File: src/rtl/det_pkg.sv
// Shared constants, width helpers and the timestamp type used by the
// detection timestamp FIFO and its sub-module.
package det_pkg;

    localparam int DET_DEPTH_DEF = 8;
    localparam int DET_TS_W_DEF  = 16;
    localparam int DET_CNT_W_DEF = 8;

    // Pointers wrap naturally, so they are exactly log2(DEPTH) bits wide.
    function automatic int det_ptr_w(input int depth);
        return (depth > 1) ? $clog2(depth) : 1;
    endfunction

    // The level must represent 0..DEPTH inclusive.
    function automatic int det_lvl_w(input int depth);
        return $clog2(depth) + 1;
    endfunction

    typedef logic [DET_TS_W_DEF-1:0] det_ts_t;

endpackage

File: src/rtl/det_ts_fifo.sv
// First-word-fall-through FIFO holding detection timestamps.
// A push is accepted when not full, or when full and a pop happens in the same cycle.
module det_ts_fifo
    import det_pkg::*;
#(
    parameter int DEPTH = DET_DEPTH_DEF,
    parameter int W     = DET_TS_W_DEF
) (
    input  logic                       clk,
    input  logic                       reset_n,
    input  logic                       push_i,
    input  logic                       pop_i,
    input  logic [W-1:0]               wdata_i,
    output logic [W-1:0]               rdata_o,
    output logic                       valid_o,
    output logic                       accept_o,
    output logic [det_lvl_w(DEPTH)-1:0] level_o
);

    localparam int PTR_W = det_ptr_w(DEPTH);
    localparam int LVL_W = det_lvl_w(DEPTH);
    localparam logic [LVL_W-1:0] FULL_LVL = LVL_W'(DEPTH);

    logic [W-1:0]     mem_q [DEPTH];
    logic [PTR_W-1:0] wr_ptr_q, wr_ptr_d;
    logic [PTR_W-1:0] rd_ptr_q, rd_ptr_d;
    logic [LVL_W-1:0] level_q, level_d;
    logic             empty, full, pop_ok, push_ok;

    assign empty   = (level_q == '0);
    assign full    = (level_q == FULL_LVL);
    assign pop_ok  = pop_i & ~empty;
    assign push_ok = push_i & (~full | pop_ok);

    always_comb begin
        wr_ptr_d = wr_ptr_q;
        rd_ptr_d = rd_ptr_q;
        level_d  = level_q;
        if (push_ok) wr_ptr_d = wr_ptr_q + 1'b1;
        if (pop_ok)  rd_ptr_d = rd_ptr_q + 1'b1;
        if (push_ok && !pop_ok)      level_d = level_q + 1'b1;
        else if (pop_ok && !push_ok) level_d = level_q - 1'b1;
    end

    always_ff @(posedge clk or negedge reset_n) begin
        if (!reset_n) begin
            wr_ptr_q <= '0;
            rd_ptr_q <= '0;
            level_q  <= '0;
        end else begin
            wr_ptr_q <= wr_ptr_d;
            rd_ptr_q <= rd_ptr_d;
            level_q  <= level_d;
        end
    end

    // Storage is not reset; the head is masked to zero while empty.
    always_ff @(posedge clk) begin
        if (push_ok) mem_q[wr_ptr_q] <= wdata_i;
    end

    assign rdata_o  = empty ? '0 : mem_q[rd_ptr_q];
    assign valid_o  = ~empty;
    assign accept_o = push_ok;
    assign level_o  = level_q;

endmodule

File: src/rtl/det_event_fifo.sv
// Timestamps 1101-detector pulses, queues them in a FWFT FIFO and accounts for drops.
// Optional DET_TOTAL_CNT_EN adds a wrapping 32-bit count of all detection cycles.
module det_event_fifo
    import det_pkg::*;
#(
    parameter int DEPTH = DET_DEPTH_DEF,
    parameter int TS_W  = DET_TS_W_DEF,
    parameter int CNT_W = DET_CNT_W_DEF
) (
    input  logic                        clk,
    input  logic                        reset_n,
    input  logic                        det_in,
    output logic [TS_W-1:0]             out_data,
    output logic                        out_valid,
    input  logic                        out_ready,
    output logic [det_lvl_w(DEPTH)-1:0] level,
    output logic                        ovf,
    output logic [CNT_W-1:0]            drop_cnt,
    input  logic                        clr_ovf
`ifdef DET_TOTAL_CNT_EN
    ,
    output logic [31:0]                 total_cnt
`endif
);

    logic [TS_W-1:0]  ts_q, ts_d;
    logic             ovf_q, ovf_d;
    logic [CNT_W-1:0] drop_cnt_q, drop_cnt_d;
    logic             accept, drop;

    det_ts_fifo #(
        .DEPTH (DEPTH),
        .W     (TS_W)
    ) u_fifo (
        .clk      (clk),
        .reset_n  (reset_n),
        .push_i   (det_in),
        .pop_i    (out_ready),
        .wdata_i  (ts_q),
        .rdata_o  (out_data),
        .valid_o  (out_valid),
        .accept_o (accept),
        .level_o  (level)
    );

    assign drop = det_in & ~accept;
    assign ts_d = ts_q + 1'b1;

    // Clear is applied first so a drop in the same cycle wins.
    always_comb begin
        ovf_d      = ovf_q;
        drop_cnt_d = drop_cnt_q;
        if (clr_ovf) begin
            ovf_d      = 1'b0;
            drop_cnt_d = '0;
        end
        if (drop) begin
            ovf_d = 1'b1;
            if (drop_cnt_d != '1) drop_cnt_d = drop_cnt_d + 1'b1;
        end
    end

    always_ff @(posedge clk or negedge reset_n) begin
        if (!reset_n) begin
            ts_q       <= '0;
            ovf_q      <= 1'b0;
            drop_cnt_q <= '0;
        end else begin
            ts_q       <= ts_d;
            ovf_q      <= ovf_d;
            drop_cnt_q <= drop_cnt_d;
        end
    end

    assign ovf      = ovf_q;
    assign drop_cnt = drop_cnt_q;

`ifdef DET_TOTAL_CNT_EN
    logic [31:0] total_q, total_d;

    assign total_d = det_in ? total_q + 32'd1 : total_q;

    always_ff @(posedge clk or negedge reset_n) begin
        if (!reset_n) total_q <= '0;
        else          total_q <= total_d;
    end

    assign total_cnt = total_q;
`endif

endmodule
File: config.mk
export PLATFORM = sky130hd
export DESIGN_NAME = det_event_fifo
export DESIGN_NICKNAME = d
export VERILOG_FILES = /design/src/rtl/det_pkg.sv /design/src/rtl/det_ts_fifo.sv /design/src/rtl/det_event_fifo.sv
export SDC_FILE = /design/constraint.sdc
export NUM_CORES = 1
export LEC_CHECK = 0
export ABC_CLOCK_PERIOD_IN_PS = 5700
export CAP_MARGIN = 20
export CORE_MARGIN = 2
export CORE_UTILIZATION = 40
export CTS_CLUSTER_DIAMETER = 150
export DETAILED_ROUTE_END_ITERATION = 8
export GPL_ROUTABILITY_DRIVEN = 0
export SETUP_SLACK_MARGIN = 0.02
export SLEW_MARGIN = 20
export SYNTH_ARGS = -nofsm -noshare
export SYNTH_HDL_FRONTEND = slang
export SYNTH_SLANG_ARGS = --single-unit
File: constraint.sdc
create_clock -name clk -period 5.7 [get_ports clk]
set_clock_uncertainty 0.15 [all_clocks]
set_input_delay 1.14 -clock clk [delete_from_list [all_inputs] [get_ports clk]]
set_output_delay 1.14 -clock clk [all_outputs]
set_load 0.01 [all_outputs]
==> results.cfg, run 1 <==
[clocking]
cts-resized-gates = 0
cts_tree = yes
ctsRootBufferMaster = clkbuf_16
clk_latency_ns = 0.41
clock-sinks = 163
numCtsBuffers = 17
cts.htree.levels = 4
cts_hold_buffers = 0
cts_buffer_depth = 2
cts_setup_buffers = 0
clk_pin_slew_worst_paths_ns = 0.06

[grt]
use_met1_pct = 20.46
grt_overflow = 0
busiest_layer = met2
met3_usage_pct = 3.946
grt_pass1_wl_um = 19620
grt_max_degree = 36
grt_use_met2_pct = 23.55
grt_pass1_vias = 3520
antenna_found_initial = 0
track_usage_pct = 14.98

[min_path]
whs_endpoint = u_fifo.rd_ptr_q[2]
hold_depth = 1
hold_start = u_fifo.rd_ptr_q[2]
hp-class = flop to flop

[worst_setup_path]
r2r-end = u_fifo.level_o[3]
cp_max_fo = 23
crit_family = flip-flops
reg2reg_depth = 9
crit-reg2reg-launch = u_fifo.level_o[0]
worstPathRequired_ns = 4.41
arrival_ns = 2.93
worst_setup_path_end_kind = output pin
max_stage_delay_ns = 0.88
cp_cell_sequence = buf_4, mux4_2, mux2i_1, nor2_1, clkdlybuf4s50_1
cp-start-kind = flop
ff2ff_setup_slack_ns = 2.62
critical_path_buf_inv_count = 2
critPathKind = flop to output pin
critPathSlowestCell = dfrtp_2

[timing]
worstMarginPinSlew_ns = 0.8499
setup_tns_ns = 0
setup_viol = 0
fmax_mhz = 237.2
fin_crit_ns = 4.216
rsz0062_at_grt = no
final-hold-violation-count = 0
max_slew_margin_pct = 43.34
layout_setup_ws_ns = 1.484
fin_crit_sh_pct = 73.97
slew_viol_final = 0
hold-worst-slack_ns = 0.3348

[logic_synthesis]
ys.flop_type = edfxtp_1
synth_edf_count = 128
synth_cell_types = 39
seq_area_frac_synth_pct = 70.89
ys_warn_count = 0
synth_cells = 365
syn_avg_cell_area_um2 = 18.24
synthArstFlopShare_pct = 21.47
ys_ff_latch = 163
syn-cell-area_um2 = 6658
syn-num-nets = 378

[final_layout]
stdcell_count = 649
stdcell_area_um2 = 7901
diodes = 0
syn2layout_area_growth_pct = 18.68
layout_common_cells = edfxtp_1, dfrtp_1, clkdlybuf4s50_1, mux4_2, nor2_1
fillers = 1357
utilization_pct = 48.16
layout-drive-gt1-share_pct = 21.21
multiInputGateArea_um2 = 1848
layout_commonest_cell = edfxtp_1
nNetsFinal = 429
seq_area_um2 = 4722

[placement]
hpwlAfterDp_um = 7060
io_buffers = 34
dp.cells = 617
place_ws_ns = 1.703
placed_area_um2 = 7292

[detailed_routing]
routed_via_density = 5.123
drc = 0
antenna_left = 0
first_pass_iters = 4
drt_iter0_markers = 247
vias = 3325
wl_per_cell_um = 18.90
routed_wirelength_um = 12270

[pwr]
max-vdd-ir-drop_mv = 0.2426
p_leak_nw = 2.939
cellPowerDensity_nw_per_um2 = 478.2
power_mw = 3.778

[die]
core_um2 = 16410
dieArea_um2 = 17690
die_x_um = 133.0
fp.dieH_um = 133.0
num_io_pins = 35
rows = 47
initial_core_util_pct = 40.58

[flow_run]
max_cap_violations = 0

[outcome]
status = completed
==> where the power goes <==
| group | switching (mW) | internal (mW) |
|---|---|---|
| sequential | 0.163 | 1.43 |
| clock | 0.449 | 0.702 |
| combinational | 0.470 | 0.567 |
| total | 1.08 | 2.70 |
==> sequential cells by signal (all words and copies together) (netlist names) <==
register and count:
ovf 1, ts_q 16, u_fifo.mem_q 128, u_fifo.level_o 4, u_fifo.wr_ptr_q 3, drop_cnt 8
u_fifo.rd_ptr_q 3
==> worst reg2reg max path, stage by stage, from the launching register on <==
cell	delay (ns)
dfrtp_1	0.49
nor4_4	0.58
inv_2	0.10
nand2_1	0.17
ha_1	0.24
inv_1	0.13
ha_1	0.30
a21o_1	0.21
a2111oi_0	0.45
o31ai_1	0.14
==> layer usage <==
metal / vias up / routed length (µm)
met5: - / 0
met4: 0 / 156
met3: 10 / 539
li1: 1528 / -
met1: 1708 / 5569
met2: 79 / 6004
==> area by class of cell <==
cell class                 instances  area share [%]
sequential                       163           59.76
multi-input combinational        182           23.39
inverter                           6          0.2850
clock buffer                      22           6.160
clock inverter                    10           1.536
tap                              220           3.484
timing repair buffer              46           5.384
==> cell families (layout without fill, tap and decap cells) <==
| group | count (synthesis) | in the layout | synth area share (%) |
|---|---|---|---|
| AOI/OAI and AO/OA | 10 | 10 | 0.9209 |
| xor gates and xnor gates | 23 | 23 | 3.026 |
| adders and majority gates | 8 | 8 | 1.616 |
| buffers and inverters | 20 | 84 | 1.747 |
| DFF | 163 | 163 | 70.89 |
| muxes | 56 | 56 | 14.58 |
| and+or+nand+nor | 85 | 85 | 7.217 |
==> synth_stat cells (5+ instances only) <==
library cell | n | share of area, %
nand2b_1 | 6 | 0.56
nor3_1 | 9 | 0.68
edfxtp_1 | 128 | 58
and3_1 | 5 | 0.47
nand2_1 | 14 | 0.79
xnor2_1 | 18 | 2.4
ha_1 | 7 | 1.3
xor2_1 | 5 | 0.66
nand3_1 | 9 | 0.68
mux4_2 | 32 | 11
dfrtp_1 | 35 | 13
inv_1 | 5 | 0.28
nor2_1 | 23 | 1.3
mux2i_1 | 19 | 2.9
==> worst max path at each step <==
stage                       start            endpoint  slack [ns]  cells past startpoint
2_1_floorplan           out_ready  u_fifo.mem_q[0][0]        2.20                      4
6_report       u_fifo.rd_ptr_q[0]         out_data[6]        1.48                      5
3_3_place_gp   u_fifo.rd_ptr_q[0]         out_data[7]        1.85                      5
5_1_grt        u_fifo.rd_ptr_q[0]         out_data[9]        1.27                      5
3_5_place_dp            out_ready   u_fifo.level_o[3]        1.70                     11
4_1_cts        u_fifo.rd_ptr_q[0]         out_data[6]        1.38                      5
Note: power is estimated with default switching activity, not from simulation.
==> run 2: changes to the inputs <==
--- a/config.mk
+++ b/config.mk
@@ -5,7 +5,7 @@
 export SDC_FILE = /design/constraint.sdc
 export NUM_CORES = 1
 export LEC_CHECK = 0
-export ABC_CLOCK_PERIOD_IN_PS = 5700
+export ABC_CLOCK_PERIOD_IN_PS = 4100
 export CAP_MARGIN = 20
 export CORE_MARGIN = 2
 export CORE_UTILIZATION = 40
==> constraint.sdc (replaced) <==
create_clock -name clk -period 4.1 [get_ports clk]
set_clock_uncertainty 0.15 [all_clocks]
set_input_delay 0.82 -clock clk [delete_from_list [all_inputs] [get_ports clk]]
set_output_delay 0.82 -clock clk [all_outputs]
set_load 0.01 [all_outputs]
==> run 2 against run 1 <==
Die area is the same. Utilization is essentially flat. Clock power grew 37%. Global-route usage grew 0.66 points. Final cell count is the same. Critical path type unchanged.
==> results.cfg, run 2 (same netlist as run 1, synthesis figures left out) <==
[outcome]
status = completed

[detailed_routing]
first_pass_iters = 4
drt_iter0_markers = 226
antenna_left = 0
vias = 3279
wl_met1_um = 5761
wl_met2_um = 6203
met3_length_um = 523
drc = 0
routed_via_density = 5.052
wl_per_cell_um = 19.33
top_layer_used = met4
routed_wirelength_um = 12540

[timing]
setup_viol = 0
fin_crit_sh_pct = 87.51
setup_tns_ns = 0
rsz0062_at_grt = no
fmax_mhz = 278.7
slew_viol_final = 0
layout_setup_ws_ns = 0.5121
fin_crit_ns = 3.588
worstMarginPinSlew_ns = 0.8630
final-hold-violation-count = 0
max_slew_margin_pct = 42.46

[clocking]
cts.htree.levels = 4
cts-resized-gates = 0
cts_setup_buffers = 0
ctsRootBufferMaster = clkbuf_16
cts_tree = yes
clk_pin_slew_worst_paths_ns = 0.06
cts_hold_buffers = 0
cts_buffer_depth = 2
numCtsBuffers = 17
clk_latency_ns = 0.41
clock-sinks = 163

[die]
core_um2 = 16410
initial_core_util_pct = 40.58
num_io_pins = 35
rows = 47
fp.dieH_um = 133.0
dieArea_um2 = 17690
die_x_um = 133.0

[grt]
grt_max_degree = 36
grt_pass1_vias = 3534
antenna_found_initial = 0
track_usage_pct = 15.63
grt_pass1_wl_um = 20180
grt_overflow = 0

[pwr]
cellPowerDensity_nw_per_um2 = 665.6
p_leak_nw = 2.939
power_mw = 5.264
max-vdd-ir-drop_mv = 0.3911

[worst_setup_path]
critPathKind = flop to output pin
reg2reg_depth = 9
crit-reg2reg-launch = u_fifo.level_o[1]
worst_setup_path_end_kind = output pin
cp_max_fo = 24
arrival_ns = 2.62
cp-start-kind = flop
worstPathRequired_ns = 3.13
crit_start = u_fifo.rd_ptr_q[0]

[final_layout]
largest_register_ffs = 128
layout_common_cells = edfxtp_1, dfrtp_1, clkdlybuf4s50_1, mux4_2, nor2_1
nNetsFinal = 429
syn2layout_area_growth_pct = 18.77
layout-drive-gt1-share_pct = 21.45
largest-register = u_fifo.mem_q
diodes = 0
layout_commonest_cell = edfxtp_1

[placement]
place_ws_ns = 0.3204
io_buffers = 34
hpwlAfterDp_um = 7163

[flow_run]
max_cap_violations = 0

[min_path]
hp-class = input pin to asynchronous set/reset pin
==> run 2: cell types whose count changed in the layout (fill, tap and decap cells not counted), sizes merged <==
cell,before,now
clkinvlp,1,3
clkinv,4,2
==> run 2: metal layers <==
| metal | GRT usage (%) | vias up |
|---|---|---|
| met1 | 21.50 | 1679 |
| met5 | 0 | - |
| met3 | 4.253 | 2 |
| met2 | 24.50 | 71 |
| li1 | - | 1527 |
| met4 | 4.898 | 0 |
==> run 2: stage by stage <==
step | instances | hold WS (ns) | util [%] | cell area, µm²
after floorplan | 365 | 0.3744 | - | 6658
after global placement | 617 | 0.3689 | 44.52 | 7305
after detailed placement | 617 | 0.3797 | 44.52 | 7305
after CTS | 649 | 0.3911 | 48.20 | 7908
after global routing | 649 | 0.4180 | 48.20 | 7908
final | 649 | 0.3709 | 48.20 | 7908
==> run 2: power breakdown <==
group | switching [mW] | total [mW] | internal [mW]
sequential | 0.177 | 2.16 | 1.98
combinational | 0.720 | 1.52 | 0.802
clock | 0.615 | 1.58 | 0.966
==> run 2: worst max-delay path, stage by stage, from the launching register on <==
cell             delay, ns
dfrtp_2               0.63
buf_12                0.29
mux4_2                0.53
mux2i_1               0.17
nor2_1                0.06
clkdlybuf4s50_1       0.53
==> run 2: path summary, 6_finish.rpt <==
| path | end | slack, ns |
|---|---|---|
| worst max-delay path | out_data[14] | 0.51 |
| worst min-delay path | drop_cnt[1] | 0.37 |
| worst max register to register | u_fifo.level_o[3] | 0.96 |
| worst min register to register | ovf | 0.39 |
| max in group asynchronous | u_fifo.rd_ptr_q[0] | 2.84 |
| min in group clk | ovf | 0.39 |
==> run 2: final cells by class <==
cell class	count	area (µm²)
clock buffers	22	484.2
clock inverters	10	118.9
fillers	1356	8499
inverters	6	22.52
multi-input cells	182	1848
flip-flops and latches	163	4721
well taps	220	275.3
repair buffers	46	437.9
==> variant, RTL diff (flow settings as in run 1) <==
Take the reset off `ts_q` and load it in a clocked block of its own.
--- a/src/rtl/det_event_fifo.sv
+++ b/src/rtl/det_event_fifo.sv
@@ -62,14 +62,16 @@
 
     always_ff @(posedge clk or negedge reset_n) begin
         if (!reset_n) begin
-            ts_q       <= '0;
             ovf_q      <= 1'b0;
             drop_cnt_q <= '0;
         end else begin
-            ts_q       <= ts_d;
             ovf_q      <= ovf_d;
             drop_cnt_q <= drop_cnt_d;
         end
+    end
+
+    always_ff @(posedge clk) begin
+        ts_q <= ts_d;
     end
 
     assign ovf      = ovf_q;
Formal check against the unedited RTL: not equivalent (Yosys sat finds a counterexample within 4 cycles, from zero or initial values and one cycle with reset_n low).
==> variant against run 1 <==
  * Sequential cell count did not move
  * Total power rose by 3.1%
  * Worst setup slack improved by 0.035 ns
  * Synthesized area fell by 1.2%
  * Design area fell by 1.2%
  * Register-to-register slack barely moved
  * Wire length fell by 1.2%
  * Highest routed layer unchanged
==> variant: results (changes against run 1) <==
metric,value,unit,change
status,completed,,unchanged
Post-synth ARST share,11.7,%,was 21.5%
via count,3272,,was 3325
Worst Path Arrival,2.89,ns,was 2.93 ns
FF-to-FF path depth,10,,was 9
met3 usage,3.84,%,was 3.95%
"top cells by area, synth","edfxtp_1 58%, mux4_2 11%, dfrtp_1 7.2%, dfxtp_1 4.9%, mux2i_1 2.9%",,"was edfxtp_1 58%, dfrtp_1 13%, mux4_2 11%, mux2i_1 2.9%, xnor2_1 2.4%"
DP Cell Count,613,,was 617
vias per inst,5.07,,was 5.12
Max Freq,239,MHz,was 237 MHz
Syn Area/Cell,18.0,µm²,was 18.2 µm²
Peak VDD IR,0.233,mV,was 0.243 mV
end point of the critical path,out_data[12],,was out_data[6]
leakage,0.00264,µW,was 0.00294 µW
synth unique cells,40,,was 39
Routed WL per cell,18.8,µm,was 18.9 µm
global-route wire length before repair,19400,µm,was 19600 µm
pre-CTS setup slack,1.74,ns,was 1.70 ns
synth cell count leaders,"128 x edfxtp_1, 32 x mux4_2, 23 x nor2_1",,"was 128 x edfxtp_1, 35 x dfrtp_1, 32 x mux4_2"
Tot GR Track Use,15.0,%,about the same
M1 GR Usage,20.1,%,was 20.5%
vias in the first global route,3350,,was 3520
DPL Wire Length,7010,µm,was 7060 µm
met2 Use GR,23.4,%,was 23.5%
largest net degree at the start of global routing,35,,was 36
Crit path largest cell delay,0.68,ns,was 0.88 ns
worst hold start,ovf$_DFFE_PN0P_,,was u_fifo.rd_ptr_q[2]$_DFFE_PN0P_
==> variant: cell count changes in the layout (fill, tap and decap cells not counted), sizes merged <==
cell | before | now
clkdlybuf4s50 | 33 | 34
dfxtp | 0 | 16
clkbuf | 22 | 17
inv | 9 | 13
buf | 13 | 12
clkinvlp | 1 | 2
dfrtp | 35 | 19
==> variant: how the worst min path moves through the flow <==
stage                           end  slack, ns  depth (start not counted)
finish              ovf$_DFFE_PN0P_       0.38                          2
global route        ovf$_DFFE_PN0P_       0.41                          2
CTS                 ovf$_DFFE_PN0P_       0.38                          2
detailed placement  ovf$_DFFE_PN0P_       0.37                          2
global placement    ovf$_DFFE_PN0P_       0.36                          2
floorplan           ts_q[0]$_DFF_P_       0.31                          1
==> variant: stage by stage <==
| step | util (%) | cell area [µm²] |
|---|---|---|
| 4_1_cts | 48.8 | 7810 |
| 5_1_grt | 48.8 | 7810 |
| 3_3_place_gp | 45.1 | 7210 |
| 2_1_floorplan | - | 6580 |
| 6_report | 48.8 | 7810 |
| 3_5_place_dp | 45.1 | 7210 |
==> variant: critical path, delay by kind of cell (launching register included) <==
kind / cells / cell delay [ns]
AND/OR/NAND/NOR: 1 / 0.06
multiplexers: 2 / 0.76
flip-flops: 1 / 0.68
buffers and inverters: 2 / 0.97
==> variant: report_power, final <==
| part | switching [µW] | internal (µW) |
|---|---|---|
| sequential | 120 | 1480 |
| clock | 481 | 657 |
| combinational | 550 | 612 |
| total | 1150 | 2750 |
==> variant: area by class of cell <==
type | count | area [µm²] | share of cell area [%]
clock buffer | 17 | 425 | 5.45
clock inverter | 15 | 169 | 2.16
inverter | 6 | 22.5 | 0.289
multi-input combinational | 182 | 1850 | 23.7
sequential | 163 | 4640 | 59.4
tap | 216 | 270 | 3.46
timing repair buffer | 46 | 430 | 5.51
==> variant: logic make-up after synthesis <==
family	synth area share (%)
buffers and inverters	1.77
AO/OA/AOI/OAI	0.932
multiplexers	14.8
adder cells (fa/ha/maj)	1.64
XOR/XNOR	3.06
AND/OR/NAND/NOR	7.30
flip-flops	70.5
==> variant: per-layer routing <==
layer	share of wire (%)	wire length [µm]	vias up
met1	46	5530	1666
met4	1.4	174	0
met5	0	0	-
met2	48	5870	69
li1	-	-	1525
met3	4.4	538	12
